===== config.mk =====
export PLATFORM = sky130hd
export DESIGN_NAME = sonar_scheduler
export DESIGN_NICKNAME = d
export VERILOG_FILES = /design/src/rtl/sonar_scheduler.sv
export SDC_FILE = /design/constraint.sdc
export NUM_CORES = 1
export LEC_CHECK = 0
export CAP_MARGIN = 5
export CORE_UTILIZATION = 59
export DETAILED_ROUTE_END_ITERATION = 7
export GPL_TIMING_DRIVEN = 0
export HOLD_SLACK_MARGIN = 0.1
export MAX_ROUTING_LAYER = met4
export PLACE_DENSITY = 0.92
export SLEW_MARGIN = 10
export SYNTH_ARGS = -nofsm -noshare
export SYNTH_HDL_FRONTEND = slang
export SYNTH_SLANG_ARGS = --single-unit

===== constraint.sdc =====
create_clock -name clk -period 4 [get_ports clk]
set_input_delay 0.8 -clock clk [delete_from_list [all_inputs] [get_ports clk]]
set_output_delay 0.8 -clock clk [all_outputs]
set_load 0.05 [all_outputs]

===== src/rtl/sonar_scheduler.sv =====
// Round-robin scheduler for four ultrasonic rangefinders: fires one trigger
// at a time, times the synchronized echo pulse and reports one result per ping.
module sonar_scheduler #(
    parameter int unsigned TRIG_CYCLES    = 1000,
    parameter int unsigned TIMEOUT_CYCLES = 3800000,
    parameter int unsigned GAP_CYCLES     = 1000000
) (
    input  logic        clk,
    input  logic        rst_n,
    input  logic        enable,
    input  logic [3:0]  sensor_mask,
    input  logic [3:0]  echo,
    output logic [3:0]  trig,
    output logic        busy,
    output logic        result_valid,
    output logic [1:0]  result_id,
    output logic [21:0] result_count,
    output logic        result_timeout
);

    typedef enum logic [2:0] {
        IDLE,
        TRIG,
        WAIT_RISE,
        MEASURE,
        SETTLE
    } state_t;

    localparam logic [21:0] TRIG_LAST    = 22'(TRIG_CYCLES - 1);
    localparam logic [21:0] TIMEOUT_MAX  = 22'(TIMEOUT_CYCLES);
    localparam logic [21:0] TIMEOUT_LAST = 22'(TIMEOUT_CYCLES - 1);
    localparam logic [21:0] GAP_LAST     = 22'(GAP_CYCLES - 1);

    state_t      state_q, state_d;
    logic [1:0]  sel_q, sel_d;
    logic [1:0]  last_id_q, last_id_d;
    logic [21:0] cnt_q, cnt_d;
    logic [3:0]  trig_q, trig_d;
    logic        busy_q, busy_d;
    logic        rv_q, rv_d;
    logic [1:0]  rid_q, rid_d;
    logic [21:0] rcount_q, rcount_d;
    logic        rto_q, rto_d;
    logic [3:0]  echo_s1_q, echo_s1_d;
    logic [3:0]  echo_s2_q, echo_s2_d;

    logic [1:0]  cand;
    logic [1:0]  next_sel;
    logic        next_found;
    logic        echo_sel;

    assign echo_sel = echo_s2_q[sel_q];

    // Pick the first enabled sensor after last_id, wrapping 3 -> 0.
    always_comb begin
        cand       = '0;
        next_sel   = last_id_q;
        next_found = 1'b0;
        for (int unsigned k = 1; k <= 4; k++) begin
            cand = last_id_q + 2'(k);
            if (!next_found && sensor_mask[cand]) begin
                next_sel   = cand;
                next_found = 1'b1;
            end
        end
    end

    // Next-state logic for the ping FSM, synchronizers and registered outputs.
    always_comb begin
        state_d   = state_q;
        sel_d     = sel_q;
        last_id_d = last_id_q;
        cnt_d     = cnt_q;
        trig_d    = trig_q;
        rv_d      = 1'b0;
        rid_d     = rid_q;
        rcount_d  = rcount_q;
        rto_d     = rto_q;
        echo_s1_d = echo;
        echo_s2_d = echo_s1_q;

        case (state_q)
            IDLE: begin
                if (enable && (sensor_mask != '0)) begin
                    sel_d   = next_sel;
                    state_d = TRIG;
                    cnt_d   = '0;
                    trig_d  = 4'b0001 << next_sel;
                end
            end
            TRIG: begin
                if (cnt_q == TRIG_LAST) begin
                    state_d = WAIT_RISE;
                    cnt_d   = '0;
                    trig_d  = '0;
                end else begin
                    cnt_d = cnt_q + 22'd1;
                end
            end
            WAIT_RISE: begin
                if (echo_sel) begin
                    // The rise cycle is itself the first high cycle of the
                    // echo, so the cleared count starts at one here.
                    state_d = MEASURE;
                    cnt_d   = 22'd1;
                end else if (cnt_q == TIMEOUT_LAST) begin
                    rv_d     = 1'b1;
                    rid_d    = sel_q;
                    rcount_d = '0;
                    rto_d    = 1'b1;
                    state_d  = SETTLE;
                    cnt_d    = '0;
                end else begin
                    cnt_d = cnt_q + 22'd1;
                end
            end
            MEASURE: begin
                if (cnt_q == TIMEOUT_MAX) begin
                    rv_d     = 1'b1;
                    rid_d    = sel_q;
                    rcount_d = TIMEOUT_MAX;
                    rto_d    = 1'b1;
                    state_d  = SETTLE;
                    cnt_d    = '0;
                end else if (!echo_sel) begin
                    rv_d     = 1'b1;
                    rid_d    = sel_q;
                    rcount_d = cnt_q;
                    rto_d    = 1'b0;
                    state_d  = SETTLE;
                    cnt_d    = '0;
                end else begin
                    cnt_d = cnt_q + 22'd1;
                end
            end
            SETTLE: begin
                if (cnt_q == GAP_LAST) begin
                    state_d   = IDLE;
                    last_id_d = sel_q;
                    cnt_d     = '0;
                end else begin
                    cnt_d = cnt_q + 22'd1;
                end
            end
            default: begin
                state_d = IDLE;
                cnt_d   = '0;
                trig_d  = '0;
            end
        endcase

        busy_d = (state_d != IDLE);
    end

    // State and output registers with synchronous active-low reset.
    always_ff @(posedge clk) begin
        if (!rst_n) begin
            state_q   <= IDLE;
            sel_q     <= '0;
            last_id_q <= 2'd3;
            cnt_q     <= '0;
            trig_q    <= '0;
            busy_q    <= 1'b0;
            rv_q      <= 1'b0;
            rid_q     <= '0;
            rcount_q  <= '0;
            rto_q     <= 1'b0;
            echo_s1_q <= '0;
            echo_s2_q <= '0;
        end else begin
            state_q   <= state_d;
            sel_q     <= sel_d;
            last_id_q <= last_id_d;
            cnt_q     <= cnt_d;
            trig_q    <= trig_d;
            busy_q    <= busy_d;
            rv_q      <= rv_d;
            rid_q     <= rid_d;
            rcount_q  <= rcount_d;
            rto_q     <= rto_d;
            echo_s1_q <= echo_s1_d;
            echo_s2_q <= echo_s2_d;
        end
    end

    assign trig           = trig_q;
    assign busy           = busy_q;
    assign result_valid   = rv_q;
    assign result_id      = rid_q;
    assign result_count   = rcount_q;
    assign result_timeout = rto_q;

endmodule


Yosys cells after proc, flatten, opt, wreduce, memory -nomap -nowiden
Index checks and enable logic that the tools add are counted.

Output and inout bits: 31. Flip-flop bits (word level): 68. Input bits: 11.

Reductions and logical operators: 16. Order comparisons: 5. Shift-type cells: 1. Add/subtract/negate cells: 4. Muxes and demuxes: 56. Equality and inequality tests: 13. Bitwise gates (word level): 1.

Operators with widths (number): $mux W22 (11); $pmux W22 S5 (1); $eq A22 B22 Y1 const B (2); $pmux W22 S2 (1); $add A22 B1 Y22 const B (1); $eq A22 B10 Y1 const B (1); $eq A22 B20 Y1 const B (1); $mux W3 (7); $mux W1 (16); $mux W2 (8); $lt A2 B3 Y1 const B (5); $pmux W3 S5 (1); $pmux W4 S3 (1); $bmux W1 S2 (5); $mux W4 (2); $ne A2 B2 Y1 const B (4); $eq A3 B2 Y1 const B (2); $add A2 B2 Y2 const B (2); $logic_and A1 B1 Y1 (4); $pmux W1 S2 (2); $pmux W2 S2 (1); $reduce_and A2 Y1 (2); $reduce_and A4 Y1 (1); $reduce_bool A4 Y1 (1); 12 further kinds (14).

Logic depth before layout (Yosys ltp)
Gate-level depths: netlist of run 1.

Depth after elaboration: 16. Depth in mapped cells: 9. Mapped depth without buffers: 7.

Least setup slack after synthesis of run 1
OpenSTA, ideal clock, no wires.

Path type: in2reg. Start point: in sensor_mask[1]. End point: reg cnt_q[13]. Stages: 5. Arrival: 2314 ps. Setup slack: 1610 ps. Path through: o41a_1 -> nor4_1 -> clkbuf_1 -> nand2_1 -> a21boi_0.

Cells in the longest elaborated chain, start to end: 3.

Ends and longest elaborated chain: from (decl) (line 11) `input logic [3:0] sensor_mask,`; $reduce_bool A4 Y1 (line 84) `if (enable && (sensor_mask != '0)) begin`; $logic_and A1 B1 Y1 (line 84); $ne A2 B2 Y1 (no source line); to (signal assigned) (line 174) `cnt_q <= cnt_d;`; to (decl) (line 37) `logic [21:0] cnt_q, cnt_d;`.

Every way passes these cells. A chain may end at the register's enable or synchronous reset.

Final worst setup path of run 1
Start point: in sensor_mask[1]. End point: reg cnt_q[5].

Same word-level chain as after synthesis.

==> results of run 1 <==
==> worst reg2reg max path, stage by stage, from the launching register on <==
cell	delay (ns)
dfxtp_1	0.30
clkbuf_1	0.21
nor4_1	0.51
nand4_1	0.25
o311ai_1	0.59
nand2_1	0.35
clkbuf_1	0.33
o22ai_1	0.24
o21ai_0	0.12
==> logic make-up after synthesis <==
group	Yosys count
compound gates	90
xor+xnor	11
fa+ha+maj	2
buf+inv	34
flops	68
mux	7
simple gates	176
==> metal layers <==
metal	vias to the layer above	wire (µm)	track usage
met5	-	0	-
met4	0	248	0.1440
met3	32	549	0.09505
met2	140	3789	0.5075
met1	1420	3352	0.3769
li1	1479	-	-
==> worst paths after layout <==
path	startpoint	slack (ns)	cells past startpoint	endpoint
min	echo_s1_q[3]$_SDFF_PN0_	0.45	1	echo_s2_q[3]$_SDFF_PN0_
max reg2reg	cnt_q[13]$_SDFFE_PN0P_	0.97	8	cnt_q[8]$_SDFFE_PN0P_
max	sensor_mask[1]	0.91	6	cnt_q[5]$_SDFFE_PN0P_
min reg2reg	echo_s1_q[3]$_SDFF_PN0_	0.45	1	echo_s2_q[3]$_SDFF_PN0_
==> flip-flops by register name, summed over array words and instances, names as in the netlist <==
signal          count
sel_q               2
trig                4
last_id_q           2
result_valid        1
cnt_q              22
result_timeout      1
echo_s1_q           4
result_count       22
state_q             3
echo_s2_q           4
result_id           2
busy                1
==> power breakdown <==
| group | total [mW] | switching (mW) | internal, mW |
|---|---|---|---|
| sequential | 0.693 | 0.00639 | 0.686 |
| combinational | 0.0954 | 0.0626 | 0.0329 |
| clock | 0.687 | 0.272 | 0.415 |
==> layout make-up <==
type | instances | area [µm²]
Multi-Input combinational cell | 286 | 1659
Sequential cell | 68 | 1361
Timing Repair Buffer | 41 | 410.4
Clock buffer | 10 | 127.6
Inverter | 11 | 41.29
Tap cell | 70 | 87.58
Clock inverter | 6 | 112.6
Fill cell | 414 | 1234
Buffer | 23 | 106.4
==> placed cells by master, fill, tap and decap left out, types with 7 or more instances in the layout <==
cell type        synthesis  final
dfxtp_1                 68     68
nand2_1                 60     60
clkdlybuf4s50_1          0     41
a21oi_1                 34     34
nor2_1                  26     26
nand3_1                 24     24
o21ai_0                 20     20
clkbuf_1                18     19
nand4_1                 13     13
inv_1                   11     11
and2_1                  10     10
o22ai_1                  9      9
clkbuf_8                 0      9
xnor2_1                  7      7
==> key figures, run 1 <==
Route
  • Vias per std cell: 5.963
  • Drt pass-1 iters: 5
  • Antenna-violating nets left: 0
  • Via count of the routed design: 3071
  • Drc violations: 0
  • DR WL/cell: 15.42 µm
  • Final WL: 7.940 mm
  • Initial drt markers: 235

Global routing
  • Initial antenna violation count: 0
  • Vias in the first global route: 2798
  • Gr ovfl total: 0
  • First-pass GRT wire length: 12.94 mm
  • Pin count of the biggest net entering global routing: 13
  • GRT Overall Usage: 0.3206

Clock network
  • Clk_lat worst skew: 0.35 ns
  • Post-CTS Resized: 0
  • H-Tree Depth: 3
  • TritonCTS clock tree: yes
  • Clock Root Buffer: clkbuf_8
  • CTS clock-pin slew for the worst setup and hold paths: 0.07 ns
  • Sink Count: 68
  • CTS Hold Bufs: 0
  • Post-CTS setup buffer count: 0
  • CTS buffer count: 9
  • CTS max path bufs: 2

Layout
  • Fin area: 3906 µm²
  • Area delta synth->final: 23.30%
  • Fin cells: 515
  • Share of cells above drive strength 1: 0.05843
  • ANT cells: 0
  • Util after Layout: 0.7600
  • Final #Nets: 453

STA
  • Hold WS: 0.4480 ns
  • Slew headroom: 0.2463
  • Final Cycle Share: 0.7723
  • Slew Viols, Final: 0
  • Setup TNS: 0 ns
  • Final worst setup slack: 0.9109 ns
  • Least-Margin Pin Slew: 1.120 ns
  • Hold Violations, Final: 0
  • Setup Viol. Count Final: 0
  • RSZ-0062 raised after global routing: false
  • Worst clock skew: 0.004248 ns
  • Final min period: 3.089 ns
  • Peak Freq: 323.7 MHz

Floorplanning
  • Die ar.: 5666 µm²
  • DIE WIDTH: 75.28 µm
  • Core area: 5140 µm²
  • # rows: 26
  • Die Y: 75.28 µm
  • Starting Density: 0.6164
  • IO Pins: 42

Flow run
  • Max-Cap Viols: 0

Placed design
  • Port buffer count: 41
  • Dpl cells: 499
  • Dpl ws: 0.6301 ns
  • Dpl hpwl: 5.709 mm
  • Dpl cell area: 3666 µm²
  • Placer Congestion: about 0.92

Logic synthesis
  • #FFs+latches synth: between 60 and 70
  • Mapped Cells: 388
  • Synth Area in Compound Gates: 0.1769
  • Adder-cell share of the synthesized area: 0.007899
  • Synth cell count leaders: dfxtp_1 (68), nand2_1 (60), a21oi_1 (34)
  • Synth area leaders: dfxtp_1 (43%), nand2_1 (7.1%), a21oi_1 (5.4%), nand3_1 (3.8%), o21ai_0 (3.2%)
  • Main combinational cell family by area after synthesis: simple AND/OR/NAND/NOR gates
  • Dominant cell by count in the synthesized netlist: dfxtp_1
  • Xor/xnor share of the synthesized area: 0.03041
  • Netlist cell types: between 40 and 50
  • Synth warn: 0
  • Synth async-reset ratio: 0
  • Mux cell area share after synthesis: 0.02607
  • Syn Std Cell Area: 3168 µm²
  • Avg Cell Area, Syn: roughly 8.2 µm²
  • Sequential area share after synthesis: 0.4297
  • Number of synthesized flops with an enable pin: 0
  • Syn nets: ~400
  • Synth area leader: dfxtp_1
  • Ys flop type: dfxtp_1
  • Synth Area in Simple Gates: 0.2824
  • Post-synth top area share: 0.4297

Worst setup path
  • Startpoint types: input pin
  • Required time worst endpoint: 4.27 ns
  • Crit path max-delay family: simple AND/OR/NAND/NOR gates
  • CP arrival: about 3.4 ns
  • Crit path kind: in2reg
  • CP bufs+invs: 2
  • Crit-path cells: clkdlybuf4s50_1, o41a_1, nor4_1, clkbuf_1, nand2_1, a21oi_1
  • Critical path peak fanout: 10
  • Critical Path Max Stage Delay: 0.86 ns
  • Slowest CP cell: nor4_1
  • Critical path capture point type: flop

Pwr
  • P per Cell Area: 377.6 nW/µm²
  • Total chip power: 1.475 mW
  • Leak Pwr: 1.321 nW
  • Worst VDD drop: 253.2 µV

Status
  • Status: finished clean

Min path
  • Min-delay worst type: reg2reg
Power figures use the tool's default switching activity.
==> inputs of run 2 (changes only) <==
--- a/config.mk
+++ b/config.mk
@@ -6,12 +6,12 @@
 export NUM_CORES = 1
 export LEC_CHECK = 0
 export CAP_MARGIN = 5
-export CORE_UTILIZATION = 59
+export CORE_UTILIZATION = 49
 export DETAILED_ROUTE_END_ITERATION = 7
 export GPL_TIMING_DRIVEN = 0
 export HOLD_SLACK_MARGIN = 0.1
 export MAX_ROUTING_LAYER = met4
-export PLACE_DENSITY = 0.92
+export PLACE_DENSITY = 0.82
 export SLEW_MARGIN = 10
 export SYNTH_ARGS = -nofsm -noshare
 export SYNTH_HDL_FRONTEND = slang
==> constraint.sdc (replaced) <==
create_clock -name clk -period 2.6 [get_ports clk]
set_input_delay 0.52 -clock clk [delete_from_list [all_inputs] [get_ports clk]]
set_output_delay 0.52 -clock clk [all_outputs]
set_load 0.05 [all_outputs]
==> key figures, run 2 (same netlist as run 1, synthesis figures left out) <==
Status
  • Status: finished clean

Layout
  • Fillers: 517 (+25%)
  • Multi-input gate area: 1719 µm² (+3.6%)
  • Fin cells: 519 (+0.78%)
  • Share of cells above drive strength 1: 0.1014 (+0.04292)
  • Final #Nets: 453 (unchanged)
  • Most common library cell in the layout ignoring fill and taps: dfxtp_1
  • Highest-count cells in the layout ignoring fill and taps: dfxtp_1 (64), nand2_1 (59), clkdlybuf4s50_1 (41), a21oi_1 (33), nor2_1 (25)
  • Area delta synth->final: 25.20%
  • Fin area: 3966 µm² (+1.5%)
  • ANT cells: 0 (unchanged)
  • Seq. cell area: 1366 µm² (+0.37%)

Floorplanning
  • Die Y: 82.41 µm (+9.5%)
  • Die ar.: 6791 µm² (+20%)
  • # rows: 28 (+7.7%)
  • Starting Density: 0.5227 (-0.09365)
  • DIE WIDTH: 82.41 µm (+9.5%)
  • IO Pins: 42 (unchanged)
  • Core area: 6061 µm² (+18%)

Placed design
  • Dpl hpwl: 5.568 mm (-2.5%)
  • Dpl cells: 504 (+1.0%)
  • Port buffer count: 41 (unchanged)
  • Placer Congestion: 0.9124 (-1.2%)
  • Dpl ws: -0.5427 ns (-1.173 ns)
  • Dpl cell area: 3672 µm² (+0.17%)

Route
  • Initial drt markers: 195 (-17%)
  • Final WL: 7.746 mm (-2.4%)
  • Drc violations: 0 (unchanged)
  • Vias per std cell: 5.742 (-3.7%)
  • Via count of the routed design: 2980 (-3.0%)
  • DR WL/cell: 14.92 µm (-3.2%)
  • Antenna-violating nets left: 0 (unchanged)
  • Drt pass-1 iters: 4 (-1)

Global routing
  • Initial antenna violation count: 0 (unchanged)
  • First-pass GRT wire length: 12.41 mm (-4.2%)
  • Vias in the first global route: 2720 (-2.8%)
  • GRT Overall Usage: 0.2562 (-0.06443)
  • Pin count of the biggest net entering global routing: 13 (unchanged)
  • Gr ovfl total: 0 (unchanged)

Pwr
  • Leak Pwr: 1.337 nW (+1.2%)
  • P_sw: 522.5 µW (+53%)
  • Gate power share: 0.069 (+0.004)
  • Clock Power Share: 0.439 (-0.027)
  • P_int: 1.644 mW (+45%)
  • Worst VDD drop: 595.7 µV (+140%)
  • Switching Fraction: 0.2411 (+0.01028)
  • P per Cell Area: 546.3 nW/µm² (+45%)
  • Total chip power: 2.167 mW (+47%)
  • Sequential share of power: 0.492 (+0.022)

STA
  • Final min period: roughly 2.5 ns
  • Slew Viols, Final: 0 (unchanged)
  • Worst clock skew: 0.005872 ns (+0.001624 ns)
  • Hold WS: 0.4349 ns (-0.01306 ns)
  • Final worst setup slack: 0.05098 ns (-0.8599 ns)
  • Slew headroom: 0.3635 (+0.1172)
  • Hold Violations, Final: 0 (unchanged)
  • Final Cycle Share: 0.9804
  • Peak Freq: 392.3 MHz
  • Least-Margin Pin Slew: 0.9461 ns (-0.1742 ns)
  • Setup Viol. Count Final: 0 (unchanged)

Clock network
  • Clock Root Buffer: clkbuf_8
  • CTS Hold Bufs: 0 (unchanged)
  • Clk_lat worst skew: 0.36 ns (about the same)
  • Sink Count: 68 (unchanged)
  • TritonCTS clock tree: yes
  • H-Tree Depth: 3 (unchanged)
  • CTS max path bufs: 2 (unchanged)
  • CTS clock-pin slew for the worst setup and hold paths: 0.07 ns (about the same)
  • CTS buffer count: 9 (unchanged)

Worst setup path
  • Crit path kind: reg2reg
  • Critical path capture point type: flop
  • Reg2Reg Capture Point: result_count[16]$_SDFFE_PN0P_
  • Required time worst endpoint: 2.82 ns (-1.45 ns)
  • Critical path peak fanout: 10 (unchanged)
  • Reg2reg start: cnt_q[10]$_SDFFE_PN0P_
  • Startpoint types: flop
  • Flop2flop setup slack: 0.05 ns (-0.92 ns)
  • Reg2Reg Depth: 9 (+1)
  • CP arrival: 2.77 ns (-0.59 ns)

Min path
  • Worst Hold Launch: echo_s1_q[2]$_SDFF_PN0_
  • Worst hold endpoint: echo_s2_q[2]$_SDFF_PN0_
  • Hold Crit Depth: 1 (unchanged)
  • Min-delay worst type: reg2reg

Flow run
  • Max-Cap Viols: 0 (unchanged)
run 2: cell count changes in the layout (fill, tap and decap cells not counted), moves of 2 or more:
cell / delta
nor4_2: +2
buf_4: +3
dfxtp_2: +4
dfxtp_1: -4
clkbuf_1: -7
clkbuf_2: +3
nor4_1: -2
run 2: cell type report:
cell class,count,area share
tap,75,0.02366
sequential,68,0.3445
timing repair buffer,44,0.1091
clock inverter,6,0.02271
buffer,20,0.02492
multi-input combinational,286,0.4334
inverter,11,0.01041
clock buffer,9,0.03123
run 2: through the flow:
stage,util,TNS [ns]
floorplan,-,0
global placement,0.6059,-5.121
detailed placement,0.6059,-6.528
CTS,0.6445,0
global route,0.6544,-0.1483
finish,0.6544,0
run 2: worst max path at each step:
stage	slack (ns)	endpoint	cells after the start	from
after floorplan	0.23	result_count[8]$_SDFFE_PN0P_	8	cnt_q[10]$_SDFFE_PN0P_
after global placement	-0.42	cnt_q[2]$_SDFFE_PN0P_	6	sensor_mask[1]
after detailed placement	-0.54	cnt_q[3]$_SDFFE_PN0P_	6	sensor_mask[1]
after CTS	0.04	cnt_q[1]$_SDFFE_PN0P_	7	cnt_q[10]$_SDFFE_PN0P_
after global routing	-0.03	result_count[21]$_SDFFE_PN0P_	9	cnt_q[10]$_SDFFE_PN0P_
final	0.05	result_count[16]$_SDFFE_PN0P_	9	cnt_q[10]$_SDFFE_PN0P_
run 2: what timing repair did:
item,4_1_cts,5_1_grt
endpoints found under the hold margin,0,0
buffers inserted,0,3
endpoints found under the setup margin,34,35
resized for setup,5,16
pin swaps,1,3
run 2: power groups by stage:
stage	clock network, mW	registers (mW)	logic, mW
floorplan	0	1.10	0.0779
global placement	0	1.09	0.140
detailed placement	0	1.09	0.144
CTS	0.965	1.07	0.146
global route	1.01	1.07	0.162
finish	0.951	1.07	0.148
run 2: worst max-delay path, stage by stage, from the launching register on:
cell and delay [ns]:
dfxtp_2 0.37, or4b_4 0.56, nor4_4 0.26, buf_4 0.19
a31oi_1 0.16, or3_1 0.41, buf_4 0.20, buf_6 0.15
nand2_1 0.06, a21oi_1 0.06
run 2: per-layer routing:
metal	vias up	routed length, µm	global-route usage
met5	-	0	-
met4	0	199	0.1316
met3	21	450	0.05055
met2	108	3746	0.4149
met1	1374	3351	0.3012
li1	1477	-	-
==> inputs of run 3 (changes only) <==
--- a/config.mk
+++ b/config.mk
@@ -6,12 +6,13 @@
 export NUM_CORES = 1
 export LEC_CHECK = 0
 export CAP_MARGIN = 5
-export CORE_UTILIZATION = 49
+export CORE_MARGIN = 8
+export CORE_UTILIZATION = 55
 export DETAILED_ROUTE_END_ITERATION = 7
 export GPL_TIMING_DRIVEN = 0
 export HOLD_SLACK_MARGIN = 0.1
 export MAX_ROUTING_LAYER = met4
-export PLACE_DENSITY = 0.82
+export PLACE_DENSITY = 0.87
 export SLEW_MARGIN = 10
 export SYNTH_ARGS = -nofsm -noshare
 export SYNTH_HDL_FRONTEND = slang
==> constraint.sdc (replaced) <==
create_clock -name clk -period 2.9 [get_ports clk]
set_input_delay 0.58 -clock clk [delete_from_list [all_inputs] [get_ports clk]]
set_output_delay 0.58 -clock clk [all_outputs]
set_load 0.05 [all_outputs]
==> key figures, run 3 (same netlist as run 1, synthesis figures left out) <==
Floorplanning
  • DIE WIDTH: 91.90 µm (+12%)
  • Die ar.: 8445 µm² (+24%)
  • Core area: 5540 µm² (-8.6%)
  • Starting Density: 0.5718 (+0.04911)
  • IO Pins: 42 (unchanged)
  • Die Y: 91.90 µm (+12%)
  • # rows: 27 (-3.6%)

Pwr
  • Gate power share: 0.065 (-0.004)
  • Clock Power Share: 0.456 (+0.017)
  • P per Cell Area: 509.2 nW/µm² (-6.8%)
  • Leak Pwr: 1.322 nW (-1.1%)
  • Switching Fraction: 0.2354 (-0.005732)
  • P_sw: 470.0 µW (-10%)
  • Total chip power: 1.997 mW (-7.9%)
  • Sequential share of power: 0.479 (-0.013)
  • P_int: 1.527 mW (-7.2%)
  • Worst VDD drop: 353.4 µV (-41%)

Route
  • Via count of the routed design: 3070 (+3.0%)
  • DR WL/cell: 16.21 µm (+8.6%)
  • Vias per std cell: 5.938 (+3.4%)
  • Antenna-violating nets left: 0 (unchanged)
  • Initial drt markers: 261 (+34%)
  • Drt pass-1 iters: 5 (+1)
  • Drc violations: 0 (unchanged)
  • Final WL: 8.382 mm (+8.2%)

STA
  • Setup Viol. Count Final: 0 (unchanged)
  • Final min period: 2.793 ns (+0.2439 ns)
  • RSZ-0062 raised after global routing: false
  • Slew Viols, Final: 0 (unchanged)
  • Final Cycle Share: 0.9631 (-0.01731)
  • Hold WS: 0.4358 ns (+0.0008240 ns)
  • Setup TNS: 0 ns (unchanged)
  • Worst clock skew: 0.008081 ns (+0.002209 ns)
  • Slew headroom: 0.3371 (-0.02634)
  • Peak Freq: 358.0 MHz (-8.7%)
  • Least-Margin Pin Slew: 0.9852 ns (+0.03915 ns)
  • Final worst setup slack: 0.1071 ns (+0.05609 ns)
  • Hold Violations, Final: 0 (unchanged)

Placed design
  • Port buffer count: 41 (unchanged)
  • Placer Congestion: 0.9456 (+3.6%)
  • Dpl cell area: 3669 µm² (-0.10%)
  • Dpl ws: -0.2311 ns (+0.3117 ns)
  • Dpl hpwl: 6.129 mm (+10%)
  • Dpl cells: 501 (-0.60%)

Worst setup path
  • Required time worst endpoint: 3.11 ns (+0.29 ns)
  • Critical path peak fanout: 10 (unchanged)
  • Critical path capture point type: flop
  • Crit path kind: reg2reg
  • Startpoint types: flop
  • Flop2flop setup slack: 0.11 ns (+0.06 ns)
  • CP arrival: 3.01 ns (+0.24 ns)

Global routing
  • First-pass GRT wire length: 13.74 mm (+11%)
  • Initial antenna violation count: 0 (unchanged)
  • Vias in the first global route: 2949 (+8.4%)
  • Pin count of the biggest net entering global routing: 13 (unchanged)
  • GRT Overall Usage: 0.2034 (-0.05282)
  • Gr ovfl total: 0 (unchanged)

Flow run
  • Max-Cap Viols: 0 (unchanged)

Layout
  • ANT cells: 0 (unchanged)
  • Highest-count cells in the layout ignoring fill and taps: dfxtp_1 (68), nand2_1 (60), clkdlybuf4s50_1 (41), a21oi_1 (34), nor2_1 (26)
  • Fin cells: 517 (-0.39%)
  • Fillers: 480 (-7.2%)
  • Fin area: 3921 µm² (-1.1%)
  • Util after Layout: 0.7078 (+0.05335)
  • Area delta synth->final: 23.78%
  • Seq. cell area: 1361 µm² (-0.37%)
  • Final #Nets: 453 (unchanged)
  • Most common library cell in the layout ignoring fill and taps: dfxtp_1
  • Share of cells above drive strength 1: 0.06742 (-0.03394)
  • Multi-input gate area: 1678 µm² (-2.4%)

Clock network
  • H-Tree Depth: 3 (unchanged)
  • CTS Hold Bufs: 0 (unchanged)
  • CTS max path bufs: 2 (unchanged)
  • Clk_lat worst skew: 0.34 ns (-0.02 ns)
  • CTS buffer count: 9 (unchanged)
  • TritonCTS clock tree: yes
  • Post-CTS Resized: 0 (-5)
  • Post-CTS setup buffer count: 0 (unchanged)
  • CTS clock-pin slew for the worst setup and hold paths: 0.07 ns (about the same)
  • Sink Count: 68 (unchanged)
  • Clock Root Buffer: clkbuf_8

Status
  • Status: finished clean

Min path
  • Min-delay worst type: reg2reg
==> run 3: changes by cell type in the layout (fill, tap and decap cells not counted), sizes merged <==
cell and delta:
clkbuf +5, clkinvlp -1, inv +1, clkinv -1, buf -3
==> run 3: worst max-delay path, cell delays in order, from the launching register on <==
cell      delay [ns]
dfxtp_1         0.39
or4b_4          0.58
nor4_4          0.46
a21oi_1         0.24
a22o_1          0.35
clkbuf_1        0.28
o22ai_1         0.27
a21oi_1         0.09
==> run 3: path summary, 6_finish.rpt <==
kind	from	endpoint	depth (start not counted)
setup / recovery	cnt_q[10]$_SDFFE_PN0P_	cnt_q[9]$_SDFFE_PN0P_	7
setup reg to reg	cnt_q[10]$_SDFFE_PN0P_	cnt_q[9]$_SDFFE_PN0P_	7
hold / removal	echo_s1_q[2]$_SDFF_PN0_	echo_s2_q[2]$_SDFF_PN0_	1
hold reg to reg	echo_s1_q[2]$_SDFF_PN0_	echo_s2_q[2]$_SDFF_PN0_	1
==> run 3: cell type report <==
cell class	count	share of cell area
plain buffers	23	0.02712
clock buffers	11	0.03861
clock inverters	5	0.02106
inverters	11	0.01053
multi-input cells	286	0.4279
flip-flops and latches	68	0.3472
well taps	72	0.02297
repair buffers	41	0.1047
==> run 3: routing by layer <==
| metal | up-vias | wire length, µm | track usage |
|---|---|---|---|
| met5 | - | 0 | - |
| met4 | 0 | 163 | 0.08054 |
| met3 | 21 | 410 | 0.03830 |
| met2 | 113 | 4182 | 0.3462 |
| met1 | 1456 | 3626 | 0.2299 |
| li1 | 1480 | - | - |
==> run 3: power by group through the flow <==
stage	Clock, mW	Sequential [mW]	Combinational [mW]
after floorplan	0	0.988	0.0698
after global placement	0	0.978	0.125
after detailed placement	0	0.979	0.127
after CTS	0.917	0.957	0.129
after global routing	0.971	0.958	0.142
final	0.910	0.957	0.130
